File: src/rtl/mul_div_unit.sv
// Iterative signed multiply/divide unit for the RISC-V execute stage.
// Handles one operation at a time, taking WIDTH cycles per operation.
module mul_div_unit #(
    parameter int WIDTH = 16
) (
    input  logic             clk,
    input  logic             rst,
    input  logic             start,
    input  logic             op,
    input  logic [WIDTH-1:0] opA,
    input  logic [WIDTH-1:0] opB,
    output logic             busy,
    output logic             done,
    output logic [WIDTH-1:0] resultHi,
    output logic [WIDTH-1:0] resultLo,
    output logic             divByZero
);

    localparam int CW = (WIDTH > 1) ? $clog2(WIDTH) : 1;

    typedef enum logic [1:0] {
        IDLE,
        CALC,
        DONE
    } state_t;

    state_t state;
    state_t state_nxt;

    logic [CW-1:0]    cnt;
    logic             op_q;
    logic             sa;
    logic             sb;
    logic [WIDTH-1:0] hi;
    logic [WIDTH-1:0] lo;
    logic [WIDTH-1:0] mb;

    logic             last;
    logic [WIDTH:0]   mul_sum;
    logic [WIDTH:0]   sh;
    logic [WIDTH-1:0] nhi;
    logic [WIDTH-1:0] nlo;
    logic [2*WIDTH-1:0] prod;
    logic [WIDTH-1:0] fin_hi;
    logic [WIDTH-1:0] fin_lo;
    logic             fin_dz;

    assign last = (cnt == CW'(WIDTH - 1));
    assign busy = (state != IDLE);
    assign done = (state == DONE);

    always_ff @(posedge clk or posedge rst) begin
        if (rst) begin
            state <= IDLE;
        end else begin
            state <= state_nxt;
        end
    end

    always_comb begin
        state_nxt = state;
        case (state)
            IDLE:    if (start) state_nxt = CALC;
            CALC:    if (last) state_nxt = DONE;
            DONE:    state_nxt = IDLE;
            default: state_nxt = IDLE;
        endcase
    end

    // hi:lo is the product register (mul) or remainder:quotient (div)
    always_comb begin
        mul_sum = {1'b0, hi} + {1'b0, (lo[0] ? mb : {WIDTH{1'b0}})};
        sh      = {hi, lo[WIDTH-1]};
        nhi     = mul_sum[WIDTH:1];
        nlo     = {mul_sum[0], lo[WIDTH-1:1]};
        if (op_q) begin
            if (sh >= {1'b0, mb}) begin
                nhi = WIDTH'(sh - {1'b0, mb});
                nlo = {lo[WIDTH-2:0], 1'b1};
            end else begin
                nhi = sh[WIDTH-1:0];
                nlo = {lo[WIDTH-2:0], 1'b0};
            end
        end
    end

    // Negating a zero remainder stays +0, so no extra fixup needed
    always_comb begin
        prod   = {nhi, nlo};
        fin_dz = 1'b0;
        if (op_q) begin
            fin_dz = (mb == '0);
            fin_hi = sa ? -nhi : nhi;
            fin_lo = (sa ^ sb) ? -nlo : nlo;
            if (fin_dz) fin_lo = '1;
        end else begin
            if (sa ^ sb) prod = -prod;
            fin_hi = prod[2*WIDTH-1:WIDTH];
            fin_lo = prod[WIDTH-1:0];
        end
    end

    always_ff @(posedge clk or posedge rst) begin
        if (rst) begin
            cnt       <= '0;
            op_q      <= 1'b0;
            sa        <= 1'b0;
            sb        <= 1'b0;
            hi        <= '0;
            lo        <= '0;
            mb        <= '0;
            resultHi  <= '0;
            resultLo  <= '0;
            divByZero <= 1'b0;
        end else begin
            case (state)
                IDLE: begin
                    if (start) begin
                        cnt  <= '0;
                        op_q <= op;
                        sa   <= opA[WIDTH-1];
                        sb   <= opB[WIDTH-1];
                        hi   <= '0;
                        lo   <= opA[WIDTH-1] ? -opA : opA;
                        mb   <= opB[WIDTH-1] ? -opB : opB;
                    end
                end
                CALC: begin
                    hi  <= nhi;
                    lo  <= nlo;
                    cnt <= cnt + 1'b1;
                    if (last) begin
                        resultHi  <= fin_hi;
                        resultLo  <= fin_lo;
                        divByZero <= fin_dz;
                    end
                end
                default: ;
            endcase
        end
    end

endmodule
File: config.mk
export PLATFORM = sky130hd
export DESIGN_NAME = mul_div_unit
export DESIGN_NICKNAME = d
export VERILOG_FILES = /design/src/rtl/mul_div_unit.sv
export SDC_FILE = /design/constraint.sdc
export NUM_CORES = 1
export LEC_CHECK = 0
export CORE_MARGIN = 5
export CORE_UTILIZATION = 59
export CTS_CLUSTER_SIZE = 40
export DETAILED_ROUTE_END_ITERATION = 8
export PLACE_DENSITY = 0.79
export SLEW_MARGIN = 10
export SYNTH_ARGS = -nofsm -noshare
export SYNTH_HDL_FRONTEND = slang
export SYNTH_SLANG_ARGS = --single-unit
export TNS_END_PERCENT = 50
File: constraint.sdc
create_clock -name clk -period 4.6 [get_ports clk]
set_clock_uncertainty 0.15 [all_clocks]
set_input_delay 0.69 -clock clk [delete_from_list [all_inputs] [get_ports clk]]
set_output_delay 0.69 -clock clk [all_outputs]
set_load 0.005 [all_outputs]
==> metrics, run 1 <==
layout cells sized above 1=7.45%; Synth top cells by count=nand2_1, dfrtp_1, o21ai_0; Yosys top cell area share=30.1%; Primary FF master, synth=dfrtp_1; Fillers=1092; Die X=123 um; DR vias/cell=6.29; initial antenna violation count=0; Synth Area in Adders=6.72%; register bit count reported by yosys=90; Initial Util=59.8%; Synth Area per Inst=8.35 um2; I/O pin count=71; DRT iter0 DRCs=488; Synth Area in Compound Gates=26.1%; M2 GR Usage=46.5%; total core area=0.0125 mm2; Final Cycle Share=93.9%; sequential fraction of the synthesis area=30.1%; routing usage on met1=38.5%; largest net degree at the start of global routing=48; nets=1023; TNS Setup=0 ns; Synth Instances=896; number of global-route vias before repair=6671; clock-pin slew on the worst setup and hold paths=0.07 ns; CTS tree=done; CTS Hold Buffers Added=0; # Post-CTS Setup Buffers=0; gpl congestion=1.02; grt peak-use layer=met2; Synthesis Warnings=0; post-synthesis mux area share=2.99%; via count=7077; Finish-stage setup viols=0; post-route insts no fill=1125; type of the worst setup path=flop to flop; final wirelength=21000 um; worst skew pair latency=0.36 ns; area grow syn2layout=15.1%; htree depth=3; I/O Buffers=70; crit start category=flop; Max Slew Vio Count=0; worst slew pin tran=1.03 ns; run status=complete, no violations; count leader, synth=nand2_1; CP max FO=9; Hold Path Depth=2; Post-Synth Simple-Gate Area=21.7%; largest family of logic cells by synthesized area=compound AO/OA/AOI/OAI gates; Die H=123 um; clock period minus final worst setup slack=4.32 ns; Rel. slew slack=31.3%; Placement Rows=41; drt drc=0; unrepaired setup endpoints after global routing=no; Die ar.=0.0150 mm2; Yosys cell types=95; Root Buffer=clkbuf_16; worst endpoint required time=4.68 ns; GR Overflow Total=0; Synth Area in XOR/XNOR=7.96%; # placed instances=1109; first-pass GRT wire length=34100 um; Post-synth EDFFs=0; post-detail-place hpwl=16000 um; Hold WC Path Type=flop to flop; post-cts resize count=0; ANT nets after route=0; cell taking the most area after synthesis=dfrtp_1; maxcap violations=0; R2R depth=14; worst path arrival time=4.40 ns; DR WL/cell=18.7 um; Synth async-reset ratio=100%; Hold Violations, Final=0; Max Root-Sink Buffers=2; Num Clock Sinks=90; drt pass-1 iters=6; Global Route Usage Sum=28.8%; n_diodes=0; CP endpoint kind=flop; Achievable Freq=0.232 GHz; Syn Std Cell Area=0.00748 mm2; GR Layer Usage met3=4.01%; Synth area leaders=dfrtp_1, ha_1, nand2_1; Synthesized Nets=971; CTS buffer count=9
[critical path: stages, from the launching register on]
cell	delay (ns)
dfrtp_1	0.42
ha_1	0.37
a21o_1	0.23
a211oi_1	0.36
a21boi_4	0.37
a41o_1	0.29
ha_1	0.23
nand4_1	0.18
nor3_1	0.39
o21a_1	0.18
a21boi_1	0.38
a21oi_1	0.11
o31ai_1	0.29
xnor2_1	0.16
o21ai_1	0.07
[cells in the final DEF, fill, tap and decap left out, types with 16 or more instances in the layout]
cell type,netlist,final
nand3_1,34,34
clkdlybuf4s50_1,0,70
and2_1,19,19
xnor2_1,26,26
xor2_1,42,42
dfrtp_1,90,89
inv_1,35,34
nor3_1,16,16
nand2_1,118,117
nor2_1,41,41
a21oi_1,49,49
ha_1,37,37
o21ai_0,77,77
mux2i_1,19,19
[stage by stage]
stage,hold WS [ns],util [%],setup WS (ns),area (um2)
after floorplan,0.308,-,0.853,7480
after global placement,0.306,66.5,0.537,8320
after detailed placement,0.318,66.5,0.439,8320
after CTS,0.338,68.8,0.408,8610
after global routing,0.361,68.8,0.0510,8610
final,0.329,68.8,0.283,8610
[sequential cells by signal (all words and copies together) (netlist names)]
| name | count |
|---|---|
| hi | 16 |
| sa | 1 |
| mb | 16 |
| resultLo | 16 |
| state | 2 |
| op_q | 1 |
| cnt | 4 |
| lo | 16 |
| divByZero | 1 |
| sb | 1 |
| resultHi | 16 |
[per-layer routing]
| metal | wire length (um) | vias up |
|---|---|---|
| li1 | - | 3398 |
| met1 | 9090 | 3365 |
| met2 | 9980 | 266 |
| met3 | 1200 | 48 |
| met4 | 740 | 0 |
| met5 | 0 | - |
[final timing paths]
| kind | endpoint | slack [ns] | start |
|---|---|---|---|
| max | resultHi[12]$_DFFE_PP0P_ | 0.28 | hi[13]$_DFFE_PP0P_ |
| min | resultHi[12]$_DFFE_PP0P_ | 0.33 | resultHi[12]$_DFFE_PP0P_ |
| max reg2reg | resultHi[12]$_DFFE_PP0P_ | 0.28 | hi[13]$_DFFE_PP0P_ |
| min reg2reg | resultHi[12]$_DFFE_PP0P_ | 0.33 | resultHi[12]$_DFFE_PP0P_ |
| max in group asynchronous | resultHi[12]$_DFFE_PP0P_ | 2.91 | rst |
| min in group asynchronous | hi[3]$_DFFE_PP0P_ | 0.55 | rst |
[cells by family after synthesis]
| family | count (synthesis) |
|---|---|
| muxes | 22 |
| AOI/OAI and AO/OA | 280 |
| and+or+nand+nor | 317 |
| xor gates and xnor gates | 68 |
| buffers and inverters | 80 |
| DFF | 90 |
| adders and majority gates | 39 |
[cell type report]
cell class | instances | area [um2] | share of cell area [%]
clock inverter | 5 | 37.5 | 0.436
clock buffer | 11 | 253 | 2.94
sequential | 90 | 2250 | 26.2
multi-input combinational | 726 | 4900 | 56.9
tap | 172 | 215 | 2.50
inverter | 36 | 136 | 1.58
timing repair buffer | 85 | 813 | 9.45
Power of run 1 is left out: the tool's default activity adds up to more than one toggle a clock period on the data nets, which glitch-free logic cannot reach.
==> run 2, diff against run 1 <==
Settings changed: SLEW_MARGIN 10 to 20.
==> metrics, run 2 (same netlist as run 1, synthesis figures left out) <==
run status=complete, no violations (unchanged); post-route insts no fill=1125 (unchanged); I/O Buffers=70 (unchanged); Setup crit start=hi[13]$_DFFE_PP0P_ (unchanged); TNS Setup=0 ns (unchanged); Die ar.=0.0150 mm2 (unchanged); DRT iter0 DRCs=536 (was 488); drt drc=0 (unchanged); type of the worst setup path=flop to flop (unchanged); total core area=0.0125 mm2 (unchanged); Initial Util=59.8% (unchanged); DR WL/cell=18.7 um (about the same); number of global-route vias before repair=6671 (unchanged); CP max FO=9 (unchanged); drt pass-1 iters=6 (unchanged); M2 GR Usage=46.5% (unchanged); GR Layer Usage met3=4.01% (unchanged); first-pass GRT wire length=34100 um (unchanged); CTS tree=done (unchanged); Final Cycle Share=93.0% (was 93.9%); Hold WC Path Type=flop to flop (unchanged); area grow syn2layout=15.1% (about the same); worst r2r src=hi[13]$_DFFE_PP0P_ (unchanged); layout cells sized above 1=7.56% (was 7.45%); n_diodes=0 (unchanged); hold_ws=0.329 ns (about the same); clock period minus final worst setup slack=4.28 ns (was 4.32 ns); clock-pin slew on the worst setup and hold paths=0.07 ns (about the same); post-cts resize count=0 (unchanged); worst slew pin tran=0.864 ns (was 1.03 ns); CTS Hold Buffers Added=0 (unchanged); post-detail-place hpwl=16000 um (unchanged); initial antenna violation count=0 (unchanged); most common cell after layout, fill and taps aside=nand2_1 (unchanged); Hold Violations, Final=0 (unchanged); R2R Setup Slk=0.32 ns (was 0.28 ns); ANT nets after route=0 (unchanged); DR vias/cell=6.31 (was 6.29); # placed instances=1109 (unchanged); worst endpoint required time=4.68 ns (about the same); worst skew pair latency=0.36 ns (about the same); Rel. slew slack=42.3% (was 31.3%); CP endpoint kind=flop (unchanged); routing usage on met1=38.5% (unchanged); via count=7094 (was 7077); worst path arrival time=4.36 ns (was 4.40 ns); Finish-stage setup viols=0 (unchanged); Max Slew Vio Count=0 (unchanged); final wirelength=21000 um (about the same); R2R depth=14 (unchanged); most frequent cells in the layout=nand2_1, dfrtp_1, o21ai_0 (unchanged); # Post-CTS Setup Buffers=0 (unchanged); Setup crit end=resultHi[12]$_DFFE_PP0P_ (unchanged); GR Overflow Total=0 (unchanged); htree depth=3 (unchanged); Die H=123 um (unchanged); Root Buffer=clkbuf_16 (unchanged); Placement Rows=41 (unchanged); largest net degree at the start of global routing=48 (unchanged); grt peak-use layer=met2 (unchanged); CTS buffer count=9 (unchanged); Critical R2R Capture=resultHi[12]$_DFFE_PP0P_ (unchanged); unrepaired setup endpoints after global routing=no (unchanged); Global Route Usage Sum=28.8% (unchanged); Num Clock Sinks=90 (unchanged); Die X=123 um (unchanged); I/O pin count=71 (unchanged); crit start category=flop (unchanged); Achievable Freq=0.234 GHz (was 0.232 GHz); Max Root-Sink Buffers=2 (unchanged); nets=1023 (unchanged); maxcap violations=0 (unchanged); gpl congestion=1.02 (unchanged)
==> run 2: cell count changes in the layout (fill, tap and decap cells not counted) <==
cell and change:
nor2_2 +1, nor2_1 -1
==> run 2: through the flow <==
stage               setup WS, ns  util [%]  area [um2]
finish                     0.321      68.8        8610
global route              0.0510      68.8        8610
CTS                        0.408      68.8        8610
detailed placement         0.439      66.5        8320
global placement           0.537      66.5        8320
floorplan                  0.853         -        7480
==> run 2: layout make-up <==
| type | instances | area (um2) |
|---|---|---|
| clock buffer | 11 | 253 |
| clock inverter | 5 | 37.5 |
| multi-input combinational | 726 | 4900 |
| fill | 1091 | 3910 |
| timing repair buffer | 85 | 813 |
| tap | 172 | 215 |
| inverter | 36 | 136 |
| sequential | 90 | 2250 |
==> run 2: worst max-delay path: stages (launching register included) <==
cell and delay [ns]:
dfrtp_1 0.42, ha_1 0.37, a21o_1 0.23, a211oi_1 0.36, a21boi_4 0.37, a41o_1 0.29
ha_1 0.23, nand4_1 0.17, nor3_1 0.37, o21a_1 0.18, a21boi_1 0.38, a21oi_1 0.12
o31ai_1 0.29, xnor2_1 0.16, o21ai_1 0.07
==> run 2: worst min-delay path by stage <==
stage	startpoint	end	slack, ns	cells after the start
global route	resultHi[15]$_DFFE_PP0P_	resultHi[15]$_DFFE_PP0P_	0.36	2
CTS	divByZero$_DFFE_PP0P_	divByZero$_DFFE_PP0P_	0.34	2
finish	resultHi[12]$_DFFE_PP0P_	resultHi[12]$_DFFE_PP0P_	0.33	2
global placement	resultLo[2]$_DFFE_PP0P_	resultLo[2]$_DFFE_PP0P_	0.31	2
detailed placement	divByZero$_DFFE_PP0P_	divByZero$_DFFE_PP0P_	0.32	2
floorplan	cnt[3]$_DFFE_PP0P_	cnt[3]$_DFFE_PP0P_	0.31	1
==> run 2: metal layers <==
metal / vias up / share of wire [%]
met5: - / 0
met2: 288 / 47
met4: 0 / 3.5
met1: 3356 / 43
li1: 3396 / -
met3: 54 / 6.0
Power of run 2 is left out for the same reason.
